--- src/rtl/if_id_queue.sv ---
// ---------------------------------------------------------------------------
// if_id_queue
// Show-ahead circular FIFO between the fetch (IF) and decode (ID) stages.
// Each entry holds {pc, instruction}. A flush from the execute path discards
// every queued entry; it takes precedence over a push or pop in the same
// cycle. The head entry goes out combinationally from storage, and the
// valid/full flags come only from registered state. There is no path from
// input to output within the same cycle.
// ---------------------------------------------------------------------------
module if_id_queue #(
  parameter int DEPTH = 4,
  parameter int WIDTH = 32
) (
  input  logic                     clk,
  input  logic                     rst,
  input  logic                     flush,
  input  logic                     inValid,
  input  logic [WIDTH-1:0]         pcIn,
  input  logic [WIDTH-1:0]         instructionIn,
  input  logic                     outReady,
  output logic                     outValid,
  output logic [WIDTH-1:0]         pcOut,
  output logic [WIDTH-1:0]         instructionOut,
  output logic                     full,
  output logic [$clog2(DEPTH):0]   count
);

  localparam int PTR_W = $clog2(DEPTH);
  localparam int CNT_W = PTR_W + 1;

  // Storage is not cleared by reset or flush. Only the pointers and the
  // occupancy counter decide which entries are live.
  logic [2*WIDTH-1:0] mem_r [DEPTH];

  logic [PTR_W-1:0]   rd_ptr_r;
  logic [PTR_W-1:0]   wr_ptr_r;
  logic [CNT_W-1:0]   count_r;

  logic               empty_s;
  logic               full_s;
  logic               push_s;
  logic               pop_s;
  logic [CNT_W-1:0]   count_nxt_s;
  logic [2*WIDTH-1:0] head_s;

  // Occupancy flags derived purely from the registered counter
  always_comb begin
    empty_s = (count_r == CNT_W'(0));
    full_s  = (count_r == CNT_W'(DEPTH));
  end

  // Transfer qualification: a flush blocks both directions, a full queue
  // ignores the fetch side and an empty queue ignores the decode side
  always_comb begin
    push_s = inValid  & ~full_s  & ~flush;
    pop_s  = outReady & ~empty_s & ~flush;
  end

  // Next occupancy: a simultaneous push and pop leaves the count unchanged
  always_comb begin
    count_nxt_s = count_r;
    case ({push_s, pop_s})
      2'b10:   count_nxt_s = count_r + CNT_W'(1);
      2'b01:   count_nxt_s = count_r - CNT_W'(1);
      default: count_nxt_s = count_r;
    endcase
  end

  // Pointer and counter state. DEPTH is a power of two, so the natural
  // PTR_W-bit wrap is the modulo-DEPTH advance.
  always_ff @(posedge clk or posedge rst) begin
    if (rst) begin
      rd_ptr_r <= '0;
      wr_ptr_r <= '0;
      count_r  <= '0;
    end else if (flush) begin
      rd_ptr_r <= '0;
      wr_ptr_r <= '0;
      count_r  <= '0;
    end else begin
      if (push_s) begin
        wr_ptr_r <= wr_ptr_r + PTR_W'(1);
      end
      if (pop_s) begin
        rd_ptr_r <= rd_ptr_r + PTR_W'(1);
      end
      count_r <= count_nxt_s;
    end
  end

  // Entry storage write. Writes are gated by rst so nothing lands while the
  // queue is held in reset.
  always_ff @(posedge clk) begin
    if (push_s && !rst) begin
      mem_r[wr_ptr_r] <= {pcIn, instructionIn};
    end
  end

  // Head of queue, read at the registered read pointer
  always_comb begin
    head_s = mem_r[rd_ptr_r];
  end

  // Show-ahead outputs, forced to zero while the queue is empty
  always_comb begin
    outValid = ~empty_s;
    full     = full_s;
    count    = count_r;
    if (empty_s) begin
      pcOut          = '0;
      instructionOut = '0;
    end else begin
      pcOut          = head_s[2*WIDTH-1:WIDTH];
      instructionOut = head_s[WIDTH-1:0];
    end
  end

endmodule

--- config.mk ---
export PLATFORM = sky130hd
export DESIGN_NAME = if_id_queue
export DESIGN_NICKNAME = d
export VERILOG_FILES = /design/src/rtl/if_id_queue.sv
export SDC_FILE = /design/constraint.sdc
export NUM_CORES = 1
export LEC_CHECK = 0
export CAP_MARGIN = 40
export CORE_MARGIN = 5
export CORE_UTILIZATION = 45
export CTS_BUF_LIST = sky130_fd_sc_hd__clkbuf_16
export CTS_CLUSTER_DIAMETER = 100
export DETAILED_ROUTE_END_ITERATION = 6
export PLACE_DENSITY = 0.69
export SYNTH_ARGS = -nofsm -noshare
export SYNTH_HDL_FRONTEND = slang
export SYNTH_SLANG_ARGS = --single-unit
--- constraint.sdc ---
create_clock -name clk -period 3.4 [get_ports clk]
set_clock_uncertainty 0.15 [all_clocks]
set_input_delay 0.85 -clock clk [delete_from_list [all_inputs] [get_ports clk]]
set_output_delay 0.85 -clock clk [all_outputs]
set_load 0.1 [all_outputs]
==> flow_summary.ini <==
[status]
outcome = finished clean

[synth]
yosysUniqueCellTypes = 31
netlist_area_um2 = 10200
yosysWarningCount = 0
netlist_instances = 468
synth_top_area_cell = edfxtp_1
syn_area_per_cell_um2 = 21.80
synthDominantCellAreaShare_pct = 75.34
ys_seq_elements = 263
synth_area_leaders = edfxtp_1 75%, mux4_2 14%, and2_1 4.2%
syn_nets = 542
synth.yosys.seq_area_share_pct = 77.06

[sta]
drv_slew = 0
tightest_slew_ps = 454.8
max_freq_mhz = 307.9
fin_crit_sh_pct = 95.51
fin_crit_ps = 3247
finalHoldViolations = 0
setup_slack_ps = 152.6
rsz0062_at_grt = no
finalSetupViolCount = 0
relSlewSlack_pct = 69.68
whs_ps = 459.2

[power]
peakVddDrop_mv = 0.4002
leakagePower_nw = 4.495
powerDensity_nw_per_um2 = 624.8

[clocking]
cts_buffers = 26
cts_sinks = 263
clk-insertion-delay-late_ps = 520
clkTransAtPathRegs_ps = 60
cts_tree = done
htree_levels = 1
clock_path_buffers = 3
cts.root.buffer_cell = clkbuf_16

[setup_path]
slowest_delay_ps = 720
r2r_end = count[2]$_DFFE_PP0P_
r2r_cells = 8
cp_slowest_cell = dfrtp_4
cp_cell_sequence = buf_4 > mux4_2 > and2_2 > buf_12
path_class = reg2out
crit_start = rd_ptr_r[1]$_DFFE_PP0P_
required_ps = 2400
crit_arrival_ps = 2250
cp-endpoint = pcOut[9]
r2r_slack_ps = 740
timing.rr.start = count[1]$_DFFE_PP0P_
critPathLaunchType = flop
critPathCaptureType = output pin
path_max_fanout = 28

[final_layout]
ff_latch_area_um2 = 7873
multi_input_area_um2 = 2238
final_cells = 935
final_cell_area_um2 = 13590
final_util_pct = 60.38
n_fill_cell = 1588
drive_above_1_share_pct = 36.36
area_growth_pct = 33.17
nets = 706

[routing]
ant_nets = 0
first_pass_iters = 4
via_per_inst = 5.281
wl_um = 19940
drt_iter0_markers = 322
via_count = 4938
remaining_drc_errors = 0
wl_per_cell_um = 21.32

[floorplanning]
die_h_um = 160.6
die_w_um = 160.6
fp.dieArea_um2 = 25790
io-pin-count = 138
core_area_um2 = 22500
start_util_pct = 45.34
fp-row-count = 55

[grt]
grt_pass1_wl_um = 31110
grt.total_usage_pct = 15.42
grt_max_degree = 39
antenna_found_initial = 1
grt_pass1_vias = 5473
overflow = 0

[placed_design]
place_congestion = 0.6782
port_buffers = 137
dpl_worst_slack_ps = 495.6
placed_cells = 886
dpl.hpwl_um = 12990
postPlaceCellArea_um2 = 12790

[hold_path]
hp-class = in2async

[job]
maxCapViolCount = 0
[flip-flops by register name (all words and copies together) (netlist names)]
register  cells
count         3
mem_r       256
rd_ptr_r      2
wr_ptr_r      2
[layer usage]
layer / track usage [%] / vias up / wire length, um
li1: - / 2223 / -
met1: 19.85 / 2541 / 8021
met2: 26.77 / 147 / 10460
met3: 3.156 / 27 / 1092
met4: 4.419 / 0 / 365
met5: 0 / - / 0
[power by group]
group / internal, mW / switching [mW] / total [mW]
registers: 3.63 / 0.0398 / 3.67
clock network: 1.50 / 1.11 / 2.60
logic: 0.846 / 1.37 / 2.22
[worst min-delay path by stage]
stage / startpoint / end / slack (ps) / cells past startpoint
2_1_floorplan: wr_ptr_r[1]$_DFFE_PP0P_ / wr_ptr_r[1]$_DFFE_PP0P_ / 390 / 2
3_3_place_gp: wr_ptr_r[1]$_DFFE_PP0P_ / wr_ptr_r[1]$_DFFE_PP0P_ / 420 / 2
3_5_place_dp: wr_ptr_r[1]$_DFFE_PP0P_ / wr_ptr_r[1]$_DFFE_PP0P_ / 450 / 2
4_1_cts: rst / wr_ptr_r[0]$_DFFE_PP0P_ / 440 / 2
5_1_grt: rst / wr_ptr_r[0]$_DFFE_PP0P_ / 450 / 2
6_report: rst / wr_ptr_r[1]$_DFFE_PP0P_ / 460 / 2
[metrics by stage]
step	power [mW]	setup TNS, ps
after floorplan	5.133	-220.8
after global placement	5.942	0
after detailed placement	5.968	0
after CTS	8.587	0
after global routing	8.779	0
final	8.490	0
[layout by cell type, fill, tap and decap left out, types with 4 or more instances in the layout]
| master | count |
|---|---|
| edfxtp_1 | 256 |
| buf_12 | 76 |
| clkdlybuf4s50_1 | 68 |
| mux4_2 | 64 |
| and2_2 | 38 |
| and2_1 | 27 |
| clkbuf_16 | 27 |
| buf_4 | 17 |
| inv_1 | 12 |
| nor2_1 | 8 |
| clkinv_1 | 7 |
| nor3_1 | 4 |
| and2_4 | 4 |
| ha_1 | 4 |
[cell usage after synthesis, drive strengths merged]
library cell and n:
ha 4, o21ai 2, xnor2 2, clkbuf 9, dfrtp 7, a21oi 1, or3 2, edfxtp 256
inv 3, xor2 2, nand3b 1, fa 1, nand3 3, nor2b 1, nand2b 2, o21bai 1
mux2 1, nor2 8, a21bo 1, a31oi 1, or3b 1, mux4 64, o221ai 1, buf 16
and2 69, nand2 3, a41oi 1, mux2i 1, nor3 4
[cells by family (layout without fill, tap and decap cells)]
logic type | count (synthesis) | in the layout | synth area share, %
buf+inv | 28 | 209 | 1.582
simple gates | 94 | 94 | 5.444
fa+ha+maj | 5 | 5 | 0.6867
mux | 66 | 66 | 14.33
other cells | 0 | 1 | 0
compound gates | 8 | 8 | 0.5519
flops | 263 | 263 | 77.06
xor+xnor | 4 | 4 | 0.3434
[final cells by class]
cell class                      instances  share of cell area [%]
Antenna cell                            1                 0.01842
Clock buffer                           27                   4.972
Clock inverter                         18                  0.7459
Inverter                                3                 0.08287
Multi-Input combinational cell        177                   16.47
Sequential cell                       263                   57.94
Tap cell                              285                   2.624
Timing Repair Buffer                  161                   17.15
[critical path: cells and delay by family (launching register included)]
family,cells,cell delay [ps]
DFF,1,720
buffers and inverters,2,440
muxes,1,320
and+or+nand+nor,1,230
[repair_timing]
action                     4_1_cts  5_1_grt
setup endpoints to repair        8        0
gates resized for setup          0        0
hold buffers                     0        0
setup buffers                    3        0
(Power assumes the default switching activity.)
